$ cat src/rtl/hazard_flush_ctrl_if.sv
// Hazard-control bundle between the pipeline datapath (master) and hazard_flush_ctrl (slave).
interface hazard_flush_ctrl_if #(
  parameter int REG_W = 5,
  parameter int CNT_W = 16
);
  logic             id_ex_mem_read;
  logic [REG_W-1:0] id_ex_rd;
  logic [REG_W-1:0] if_id_rs;
  logic [REG_W-1:0] if_id_rt;
  logic             ex_br_valid;
  logic             ex_br_mispredict;
  logic             id_btb_hit;
  logic             pc_write;
  logic             if_id_write;
  logic             if_id_flush;
  logic             id_ex_flush;
  logic             hit;
  logic [1:0]       state;
  logic [CNT_W-1:0] stall_cnt;
  logic [CNT_W-1:0] flush_cnt;

  modport master (
    output id_ex_mem_read, id_ex_rd, if_id_rs, if_id_rt,
           ex_br_valid, ex_br_mispredict, id_btb_hit,
    input  pc_write, if_id_write, if_id_flush, id_ex_flush, hit,
           state, stall_cnt, flush_cnt
  );

  modport slave (
    input  id_ex_mem_read, id_ex_rd, if_id_rs, if_id_rt,
           ex_br_valid, ex_br_mispredict, id_btb_hit,
    output pc_write, if_id_write, if_id_flush, id_ex_flush, hit,
           state, stall_cnt, flush_cnt
  );
endinterface

$ cat src/rtl/hazard_flush_ctrl.sv
// Load-use stall / mispredict flush sequencer for the 5-stage pipeline.
// Define HAZ_PERF_CNT_EN to build the saturating stall/flush event counters.
module hazard_flush_ctrl #(
  parameter int REG_W        = 5,
  parameter int FLUSH_CYCLES = 2,
  parameter int CNT_W        = 16
) (
  input  logic                clk,
  input  logic                rst,
  hazard_flush_ctrl_if.slave  bus
);

  typedef enum logic [1:0] {
    RUN   = 2'd0,
    STALL = 2'd1,
    FLUSH = 2'd2
  } state_t;

  localparam logic [1:0] FLUSH_RELOAD = 2'(FLUSH_CYCLES - 1);

  state_t           state_q;
  logic [1:0]       flush_left;
  logic [REG_W-1:0] ex_rd;
  logic [REG_W-1:0] id_rs;
  logic [REG_W-1:0] id_rt;
  logic             lu;
  logic             mp;

  assign ex_rd = bus.id_ex_rd;
  assign id_rs = bus.if_id_rs;
  assign id_rt = bus.if_id_rt;

  assign lu = bus.id_ex_mem_read && (ex_rd != '0) && ((ex_rd == id_rs) || (ex_rd == id_rt));
  assign mp = bus.ex_br_valid && bus.ex_br_mispredict;

  // NOTE: state registers use non-blocking assignments so every flop samples pre-edge values.
  always_ff @(posedge clk or posedge rst) begin
    if (rst) begin
      state_q    <= RUN;
      flush_left <= 2'd0;
    end else if (mp) begin
      if (FLUSH_CYCLES > 1) begin
        state_q    <= FLUSH;
        flush_left <= FLUSH_RELOAD;
      end else begin
        state_q    <= RUN;
        flush_left <= 2'd0;
      end
    end else begin
      case (state_q)
        RUN:   if (lu) state_q <= STALL;
        STALL: state_q <= RUN;
        FLUSH: begin
          if (flush_left != 2'd0) flush_left <= flush_left - 2'd1;
          if (flush_left <= 2'd1) state_q <= RUN;
        end
        default: state_q <= RUN;
      endcase
    end
  end

  // NOTE: every output gets a default first so this block can never infer a latch.
  always_comb begin
    bus.pc_write    = 1'b1;
    bus.if_id_write = 1'b1;
    bus.if_id_flush = 1'b0;
    bus.id_ex_flush = 1'b0;
    bus.hit         = bus.id_btb_hit;
    if (rst) begin
      bus.pc_write    = 1'b0;
      bus.if_id_write = 1'b0;
      bus.if_id_flush = 1'b1;
      bus.id_ex_flush = 1'b1;
      bus.hit         = 1'b0;
    end else if (mp || state_q == FLUSH) begin
      // Wrong-path BTB hits inside the window must not override the flush mux.
      bus.if_id_flush = 1'b1;
      bus.id_ex_flush = 1'b1;
      bus.hit         = 1'b0;
    end else if (state_q == RUN && lu) begin
      bus.pc_write    = 1'b0;
      bus.if_id_write = 1'b0;
      bus.id_ex_flush = 1'b1;
      bus.hit         = 1'b0;
    end
  end

  assign bus.state = state_q;

`ifdef HAZ_PERF_CNT_EN
  logic [CNT_W-1:0] stall_q;
  logic [CNT_W-1:0] flush_q;
  logic             stall_ev;

  assign stall_ev = !mp && (state_q == RUN) && lu;

  always_ff @(posedge clk or posedge rst) begin
    if (rst) begin
      stall_q <= '0;
      flush_q <= '0;
    end else begin
      if (stall_ev && stall_q != '1) stall_q <= stall_q + CNT_W'(1);
      if (mp && flush_q != '1)       flush_q <= flush_q + CNT_W'(1);
    end
  end

  assign bus.stall_cnt = stall_q;
  assign bus.flush_cnt = flush_q;
`else
  assign bus.stall_cnt = {CNT_W{1'b0}};
  assign bus.flush_cnt = {CNT_W{1'b0}};
`endif

endmodule

$ cat src/flat_wrapper.sv
// flat-port wrapper written by rule: the top's interface ports become plain ports
module hazard_flush_ctrl_flat 
#(
  parameter int REG_W        = 5,
  parameter int FLUSH_CYCLES = 2,
  parameter int CNT_W        = 16
)
  (clk, rst, bus_id_ex_mem_read, bus_id_ex_rd, bus_if_id_rs, bus_if_id_rt, bus_ex_br_valid, bus_ex_br_mispredict, bus_id_btb_hit, bus_pc_write, bus_if_id_write, bus_if_id_flush, bus_id_ex_flush, bus_hit, bus_state, bus_stall_cnt, bus_flush_cnt);
  hazard_flush_ctrl_if #(.REG_W(REG_W), .CNT_W(CNT_W)) bus_i ();
  input  logic clk;
  input  logic rst;
  input wire logic [$bits(bus_i.id_ex_mem_read)-1:0] bus_id_ex_mem_read;
  input wire logic [$bits(bus_i.id_ex_rd)-1:0] bus_id_ex_rd;
  input wire logic [$bits(bus_i.if_id_rs)-1:0] bus_if_id_rs;
  input wire logic [$bits(bus_i.if_id_rt)-1:0] bus_if_id_rt;
  input wire logic [$bits(bus_i.ex_br_valid)-1:0] bus_ex_br_valid;
  input wire logic [$bits(bus_i.ex_br_mispredict)-1:0] bus_ex_br_mispredict;
  input wire logic [$bits(bus_i.id_btb_hit)-1:0] bus_id_btb_hit;
  output wire logic [$bits(bus_i.pc_write)-1:0] bus_pc_write;
  output wire logic [$bits(bus_i.if_id_write)-1:0] bus_if_id_write;
  output wire logic [$bits(bus_i.if_id_flush)-1:0] bus_if_id_flush;
  output wire logic [$bits(bus_i.id_ex_flush)-1:0] bus_id_ex_flush;
  output wire logic [$bits(bus_i.hit)-1:0] bus_hit;
  output wire logic [$bits(bus_i.state)-1:0] bus_state;
  output wire logic [$bits(bus_i.stall_cnt)-1:0] bus_stall_cnt;
  output wire logic [$bits(bus_i.flush_cnt)-1:0] bus_flush_cnt;
  assign bus_i.id_ex_mem_read = bus_id_ex_mem_read;
  assign bus_i.id_ex_rd = bus_id_ex_rd;
  assign bus_i.if_id_rs = bus_if_id_rs;
  assign bus_i.if_id_rt = bus_if_id_rt;
  assign bus_i.ex_br_valid = bus_ex_br_valid;
  assign bus_i.ex_br_mispredict = bus_ex_br_mispredict;
  assign bus_i.id_btb_hit = bus_id_btb_hit;
  assign bus_pc_write = bus_i.pc_write;
  assign bus_if_id_write = bus_i.if_id_write;
  assign bus_if_id_flush = bus_i.if_id_flush;
  assign bus_id_ex_flush = bus_i.id_ex_flush;
  assign bus_hit = bus_i.hit;
  assign bus_state = bus_i.state;
  assign bus_stall_cnt = bus_i.stall_cnt;
  assign bus_flush_cnt = bus_i.flush_cnt;
  hazard_flush_ctrl #(.REG_W(REG_W), .FLUSH_CYCLES(FLUSH_CYCLES), .CNT_W(CNT_W)) u_core (.clk(clk), .rst(rst), .bus(bus_i));
endmodule
$ cat config.mk
export PLATFORM = sky130hd
export DESIGN_NAME = hazard_flush_ctrl_flat
export DESIGN_NICKNAME = d
export VERILOG_FILES = /design/src/rtl/hazard_flush_ctrl_if.sv /design/src/rtl/hazard_flush_ctrl.sv /design/src/flat_wrapper.sv
export SDC_FILE = /design/constraint.sdc
export NUM_CORES = 1
export LEC_CHECK = 0
export CELL_PAD_IN_SITES_DETAIL_PLACEMENT = 2
export CELL_PAD_IN_SITES_GLOBAL_PLACEMENT = 2
export CORE_ASPECT_RATIO = 0.9
export CORE_MARGIN = 1
export CORE_UTILIZATION = 13
export CTS_CLUSTER_SIZE = 10
export DETAILED_ROUTE_END_ITERATION = 8
export GPL_ROUTABILITY_DRIVEN = 0
export MAX_ROUTING_LAYER = met4
export PLACE_DENSITY_LB_ADDON = 0.25
export SYNTH_ARGS = -nofsm -noshare
export SYNTH_HDL_FRONTEND = slang
export SYNTH_SLANG_ARGS = --single-unit
$ cat constraint.sdc
create_clock -name clk -period 1.2 [get_ports clk]
set_clock_uncertainty 0.05 [all_clocks]
set_input_delay 0.18 -clock clk [delete_from_list [all_inputs] [get_ports clk]]
set_output_delay 0.18 -clock clk [all_outputs]
set_load 0.02 [all_outputs]
== After elaboration in Yosys (flattened, before gate mapping) ==
Cells that the tools add are included.
Operators by class
  reduce and logical (&&, ||, !) cells: 13
  equal/unequal tests: 5
  add/sub/neg operators: 1
  muxes and demuxes: 18
  multipliers: 0
  div/mod/pow operators: 0
  shift-type cells: 0
  bitwise logic cells: 0
  order comparisons: 1
Operator list (number)
  two-way mux 2 bit: 6
  two-way mux 1 bit: 11
  == test 5 bit: 2
  inequality test 3 x 1 -> 1 bit, second input constant: 2
  nonzero test 2 bit: 3
  nonzero test 5 bit: 1
  logical AND 1 bit: 4
  case mux 2 bit (2 select lines): 1
  AND reduction 2 bit: 2
  == test 2 bit, second input constant: 1
  less-or-equal comparator 2 x 1 -> 1 bit, second input constant: 1
  logical NOT 2 bit: 1
  logical OR 1 bit: 2
  subtractor 2 x 1 -> 2 bit, second input constant: 1
Word-level totals
  output and inout bits: 39
  flip-flop bits (word level): 4
  memories: 0
  ROM bits: 0
  logic and storage cells: 40
  bits in latches: 0
  memory bits (writable): 0

== Logic depth before layout (Yosys ltp) ==
Gate-level depths: netlist (run 1).
  word-level depth: 7
  depth in mapped cells: 5
  depth with buffers taken out: 5

== Worst setup path before layout (run 1) ==
No wires, ideal clock.
  path kind: input to output
  start: in bus_id_ex_rd[1]
  end: out bus_pc_write
  slack: -0.315 ns
  arrival: 1.285 ns
  required time: 0.970 ns
  stages: 4
  cells stage by stage: or4_4 > nor2_4 > o31a_1 > buf_4
On the way
  longest elaborated chain between the ends: 7
  elaborated cells between the ends (all ways): 10
Ends and longest elaborated chain
  from (decl): line flat_wrapper.sv:13  | input wire logic [$bits(bus_i.id_ex_rd)-1:0] bus_id_ex_rd;
  == test 5 bit or nonzero test 5 bit (tied branches): line hazard_flush_ctrl.sv:33  | assign lu = bus.id_ex_mem_read && (ex_rd != '0) && ((ex_rd == id_rs) || (ex_rd == id_rt));
  logical OR 1 bit or logical AND 1 bit (tied branches): line hazard_flush_ctrl.sv:33
  logical AND 1 bit (*): line hazard_flush_ctrl.sv:33
  logical AND 1 bit (*): line hazard_flush_ctrl.sv:80  | end else if (state_q == RUN && lu) begin
  two-way mux 1 bit (*) (3 in a row)
  to (decl): line flat_wrapper.sv:19  | output wire logic [$bits(bus_i.pc_write)-1:0] bus_pc_write;
Mark *: on every way between the ends. The rest lies on a longest branch, timed or not.

== Final worst setup path (run 1) ==
  start: in bus_ex_br_valid
  end: out bus_pc_write
On the way
  longest elaborated chain between the ends: 4
Ends and longest elaborated chain
  from (decl): line flat_wrapper.sv:16  | input wire logic [$bits(bus_i.ex_br_valid)-1:0] bus_ex_br_valid;
  logical AND 1 bit: line hazard_flush_ctrl.sv:34  | assign mp = bus.ex_br_valid && bus.ex_br_mispredict;
  logical OR 1 bit: line hazard_flush_ctrl.sv:75  | end else if (mp || state_q == FLUSH) begin
  two-way mux 1 bit: line hazard_flush_ctrl.sv:75
  two-way mux 1 bit: line hazard_flush_ctrl.sv:69  | if (rst) begin
Every way passes these cells.

==> metrics.cfg, run 1 <==
[status]
status = finished with violations
violations = setup timing

[grt]
antenna_found_initial = 0
grt_pass1_wl_mm = 2.684
grt.overflow.total = 0
grt_max_degree = 5
track_usage = 0.06826
grt_pass1_vias = 567

[power_and_ir_drop]
p_int_uw = 635.5
power.total_mw = 1.023
vdd_drop_max_uv = 240.2
pwr-share-clk = 0.299
p_sw_uw = 387.9
p_comb_frac = 0.516
p_per_area_nw_per_um2 = 956.6
p_leak_nw = 0.5202
sw_frac_of_total = 0.3790
seq_power_share = 0.184

[yosys]
postSynth.asyncResetShare = 1.000
synth_seq_cells = 4
synth-edff-count = 0
ys_top_cells_by_area = buf_4 (38%), dfrtp_1 (15%), xor2_1 (13%), ha_1 (3.9%), nor3_2 (3.1%)
yosysWarnings = 0
synth_most_common_cell = buf_4
syn_area_um2 = 649.4
synth.largest_area_cell = buf_4
ys_seq_area_frac = 0.1541
avgSynthCellArea_um2 = 8.325
synth_common_cells = buf_4 (33), xor2_1 (10), dfrtp_1 (4), inv_1 (4), nand2_1 (4)
ys.flop_type = dfrtp_1
synth_top_area_share = 0.3815
netlist_instances = 78
synthDistinctLibCells = 23

[worst_hold_path]
hp-class = input port to asynchronous set/reset pin

[clocking]
clock_sinks = 4
worstSkewPairLatency_ns = 0.22
clk_path_buf_depth = 2
cts_root_buffer = clkbuf_8
cts_tree = yes
clk_pin_slew_ns = 0.04
cts_made_buffers = 3
htreeDepth = 1

[routing]
drtIter0Drc = 4
vias = 560
drc = 0
viasPerCell = 3.027
wl_per_cell_um = 9.773
antenna_left = 0
finalWirelength_mm = 1.808
dr.pass1.iters = 3

[cells_and_area]
stdcell_count = 185
fill_cells = 571
fin_nets = 144
drive_gt1_frac = 0.4583
area_delta_synth_final_pct = 64.74
stdcell_area_um2 = 1070
postLayoutCoreUtil = 0.2213
antenna_cells = 0

[setup_path]
cp-end-kind = primary output
startpoint_type = input port
path_max_fanout = 2
crit_arrival_ns = 1.35
worstSetupPathType = input port to primary output
cp.required_ns = 0.97

[placement]
port_buffers = 27
dp_hpwl_mm = 1.539
post-place-ws_ns = -1.185
dpl-instance-area_um2 = 957.2
placedCellCount = 178

[die]
die_h_um = 69.05
rows = 24
io_pins = 60
die_x_um = 76.50
start_util = 0.1343
dieArea_um2 = 5282
core_um2 = 4835

[flow_run]
cap_violations = 0

[sta]
whs_ns = 0.4287
tns_ns = -2.331
finalHoldViolCount = 0
min_period_ns = 1.583
fmax_ghz = 0.6315
setup_slack_ns = -0.3834
finalSetupViolCount = 8
slew_viol_final = 0
min_period_over_period = 1.320
grt_setup_unrepaired = yes

-- timing repair --
| action | 4_1_cts | 5_1_grt |
|---|---|---|
| endpoints found under the setup margin | 10 | 10 |
| pin swaps | 12 | 19 |
| gates resized for setup | 68 | 36 |
| buffers inserted | 2 | 2 |
| hold buffers | 0 | 0 |
-- state kept, by name, indices dropped and copies added, names as in the netlist --
name	cells
u_core.bus.state	2
u_core.flush_left	2
-- routing by layer --
layer	vias to the layer above	global-route usage	wire length, um
met5	-	-	0
met1	255	0.06880	672
met3	5	0.04238	210
li1	262	-	-
met4	0	0.01923	17
met2	38	0.1101	908
-- layout make-up --
class	count	area, um2	area share
well taps	65	81.33	0.07602
multi-input cells	68	498.0	0.4655
repair buffers	40	327.8	0.3064
clock buffers	4	45.04	0.04211
inverters	4	15.01	0.01404
flip-flops and latches	4	102.6	0.09591
-- kinds of logic (layout without fill, tap and decap cells) --
logic type      after synthesis  after routing  synth area share
other cells                   1             32          0.005775
fa+ha+maj                     2              2           0.03853
mux                           1              1           0.01541
compound gates                5              5           0.07130
flops                         4              4            0.1541
xor+xnor                     11             11            0.1484
buf+inv                      37             48            0.4046
simple gates                 17             17            0.1618
-- worst max-delay path, stage by stage --
cell and delay (ns):
clkdlybuf4s50_1 0.48, nand2_2 0.13, nand3_2 0.08, o31a_1 0.34, buf_6 0.14
-- final timing paths --
| check | from | to | slack, ns | depth (start not counted) |
|---|---|---|---|---|
| setup reg to reg | u_core.bus.state[0]$_DFFE_PP0P_ | u_core.flush_left[1]$_DFFE_PP0P_ | -0.30 | 7 |
| setup / recovery | bus_ex_br_valid | bus_pc_write | -0.38 | 5 |
| min in group clk | u_core.flush_left[1]$_DFFE_PP0P_ | u_core.bus.state[1]$_DFFE_PP0P_ | 0.45 | 2 |
| hold reg to reg | u_core.flush_left[1]$_DFFE_PP0P_ | u_core.bus.state[1]$_DFFE_PP0P_ | 0.45 | 2 |
| hold / removal | rst | u_core.bus.state[0]$_DFFE_PP0P_ | 0.43 | 4 |
| max in group asynchronous | rst | u_core.flush_left[0]$_DFFE_PP0P_ | 0.56 | 4 |
-- power groups by stage --
stage / sequential [mW] / combinational [mW] / clock [mW]
floorplan: 0.192 / 0.353 / 0
global placement: 0.187 / 0.461 / 0
detailed placement: 0.190 / 0.477 / 0
CTS: 0.189 / 0.514 / 0.317
global route: 0.193 / 0.582 / 0.330
finish: 0.189 / 0.528 / 0.306
-- cells in the final DEF (no fill, tap or decap), types with 2 or more instances in the layout --
cell / Yosys / routed
ha_1: 2 / 2
xor2_2: 0 / 5
clkbuf_8: 0 / 3
clkdlybuf4s50_1: 0 / 5
clkbuf_2: 0 / 9
nand2_1: 4 / 3
xor2_1: 10 / 5
clkdlybuf4s15_1: 0 / 3
dfrtp_2: 0 / 2
nor2_4: 1 / 2
dfrtp_1: 4 / 2
buf_4: 33 / 11
nor2b_4: 0 / 2
buf_2: 0 / 2
nor3_2: 2 / 2
inv_1: 4 / 4
buf_6: 0 / 9
conb_1: 1 / 32
(Power assumes the default switching activity.)
==> run 2: changes to the inputs <==
Settings changed: TNS_END_PERCENT set to 5.
Clock period 1.2 ns to 1.3 ns, I/O delays scaled along.
==> run 2 against run 1 <==
- the run still ends with setup timing left
- non-clock buffer count shrank 1
- total power shrank 18%
- largest cell class unchanged
- sequential power shrank 6%
- wire length shrank 1.7%
- sequential cell count is the same
- clock power shrank 17%
- design area shrank 7.8%
- count of clock-buffer cells in the layout shrank 1
- worst hold slack lost 0.030 ns
- sequential share of layout area grew 0.56 points
- combinational power shrank 23%
- setup slack gained 0.044 ns
==> metrics.cfg, run 2 (same netlist as run 1, synthesis figures left out) <==
[clocking]
htreeDepth = 1  ; unchanged
clk_pin_slew_ns = 0.03  ; about the same
clock_sinks = 4  ; unchanged
ctsHoldBuffers = 0  ; unchanged
cts_made_buffers = 3  ; unchanged
worstSkewPairLatency_ns = 0.22  ; about the same
cts_root_buffer = clkbuf_8
cts_tree = yes
clk_path_buf_depth = 2  ; unchanged

[sta]
min_period_over_period = 1.261
slew_viol_final = 0  ; unchanged
setup_slack_ns = -0.3395  ; +0.04389 ns
min_period_ns = 1.640
grt_setup_unrepaired = yes
finalSetupViolCount = 7  ; -1
fmax_ghz = 0.6099
finalHoldViolCount = 0  ; unchanged

[die]
io_pins = 60  ; unchanged
die_x_um = 76.50  ; unchanged
start_util = 0.1343  ; unchanged
rows = 24  ; unchanged
dieArea_um2 = 5282  ; unchanged
core_um2 = 4835  ; unchanged
die_h_um = 69.05  ; unchanged

[setup_path]
cp.depth = 6  ; +1
crit_family = simple AND/OR/NAND/NOR gates
crit_arrival_ns = 1.39  ; +0.04 ns
cp.required_ns = 1.05  ; +0.08 ns
path_cells = buf_2 -> or4_4 -> nor2_4 -> buf_4 -> o31ai_1 -> buf_2
rr_startpoint = u_core.bus.state[0]$_DFFE_PP0P_
crit_start = bus_id_ex_rd[4]
path_max_fanout = 4  ; +2
ff2ff_path_depth = 5  ; -2
worstSetupPathType = input port to primary output
critPathMaxStageDelay_ns = 0.55  ; +0.07 ns
critical_path_buf_inv_count = 3  ; +1
r2r_slack_ns = -0.11  ; +0.19 ns
r2r_end = u_core.flush_left[1]$_DFFE_PP0P_
crit_end = bus_id_ex_flush
slowest_stage = or4_4
cp-end-kind = primary output
startpoint_type = input port
crit_top_cell = buf_2

[routing]
vias = 557  ; -0.54%
viasPerCell = 3.044  ; +0.55%
dr.pass1.iters = 1  ; -2
wl_per_cell_um = 9.716  ; -0.58%
drtIter0Drc = 0  ; -4
drc = 0  ; unchanged
antenna_left = 0  ; unchanged
finalWirelength_mm = 1.778  ; -1.7%

[grt]
grt.overflow.total = 0  ; unchanged
grt_pass1_vias = 588  ; +3.7%
grt_max_degree = 5  ; unchanged
track_usage = 0.07378  ; +0.005515
grt_pass1_wl_mm = 2.863  ; +6.7%
antenna_found_initial = 0  ; unchanged

[status]
status = finished with violations
violations = setup timing

[placement]
dp_hpwl_mm = 1.557  ; +1.2%
placedCellCount = 179  ; +0.56%
port_buffers = 27  ; unchanged

[cells_and_area]
stdcell_count = 183  ; -1.1%
area_delta_synth_final_pct = 51.83
drive_gt1_frac = 0.2966  ; -0.1617
fin_nets = 143  ; -0.69%
postLayoutCoreUtil = 0.2039  ; -0.01734
antenna_cells = 0  ; unchanged
mostFrequentLayoutCell = conb_1
final_cell_mix = conb_1 (32), buf_4 (12), dlygate4sd2_1 (11)

[power_and_ir_drop]
p_leak_nw = 0.4989  ; -4.1%
vdd_drop_max_uv = 219.2  ; -8.7%
p_per_area_nw_per_um2 = 849.2  ; -11%

[worst_hold_path]
hp-class = input port to asynchronous set/reset pin

[flow_run]
cap_violations = 0  ; unchanged

## run 2: cell types whose count changed in the layout (fill, tap and decap cells not counted), sizes merged
cell,delta
clkdlybuf4s15,-2
dlygate4sd2,+10
clkbuf,-10
## run 2: routing by layer
metal	vias up	part of all wire	track usage
met4	0	0.016	0.02564
li1	264	-	-
met5	-	0	-
met1	252	0.40	0.07612
met2	37	0.49	0.1221
met3	4	0.10	0.03576
## run 2: how the worst min path moves through the flow
| stage | start | to | slack, ns |
|---|---|---|---|
| after floorplan | rst | u_core.bus.state[0]$_DFFE_PP0P_ | -0.08 |
| after global placement | u_core.flush_left[1]$_DFFE_PP0P_ | u_core.bus.state[1]$_DFFE_PP0P_ | 0.45 |
| after detailed placement | u_core.flush_left[1]$_DFFE_PP0P_ | u_core.bus.state[1]$_DFFE_PP0P_ | 0.47 |
| after CTS | rst | u_core.bus.state[1]$_DFFE_PP0P_ | 0.38 |
| after global routing | rst | u_core.bus.state[1]$_DFFE_PP0P_ | 0.43 |
| final | rst | u_core.bus.state[1]$_DFFE_PP0P_ | 0.40 |
## run 2: repair_timing
action                                 CTS  global route
pin swaps                               11             4
setup endpoints to repair               10             8
endpoints found under the hold margin    0             0
gates resized for setup                 61             3
setup buffers                            0             1
## run 2: area by class of cell
class                   instances  area [um2]
multi-input cells              68       425.4
clock buffers                   3       41.29
inverters                       4       15.01
repair buffers                 39       322.8
fillers                       580        3849
well taps                      65       81.33
flip-flops and latches          4       100.1
## run 2: per-stage QoR
stage | setup WS, ns | TNS, ns | power [mW] | instance area, um2 | hold WS (ns)
6_report | -0.3395 | -1.651 | 0.8373 | 985.9 | 0.3990
5_1_grt | -0.3869 | -2.304 | 0.9109 | 985.9 | 0.4312
4_1_cts | -0.3503 | -1.735 | 0.8544 | 975.9 | 0.3843
3_5_place_dp | -1.116 | -5.602 | 0.5922 | 952.2 | 0.4682
3_3_place_gp | -1.097 | -5.319 | 0.5689 | 952.2 | 0.4457
2_1_floorplan | -0.2186 | -0.7031 | 0.4948 | 769.5 | -0.08058
## run 2: tightest hold or removal path, cell delays in order
cell	delay, ns
clkdlybuf4s50_1	0.44
buf_4	0.14
inv_1	0.07
buf_4	0.13
## run 2: where the power goes
part | internal, mW | switching, mW | total (mW)
Clock | 0.197 | 0.0587 | 0.255
Combinational | 0.168 | 0.236 | 0.404
Sequential | 0.154 | 0.0234 | 0.177
==> run 3: changes to the inputs <==
Settings changed: CAP_MARGIN set to 5.
==> results of run 3 <==
The final DEF is identical to that of run 2; final timing and power are the same.
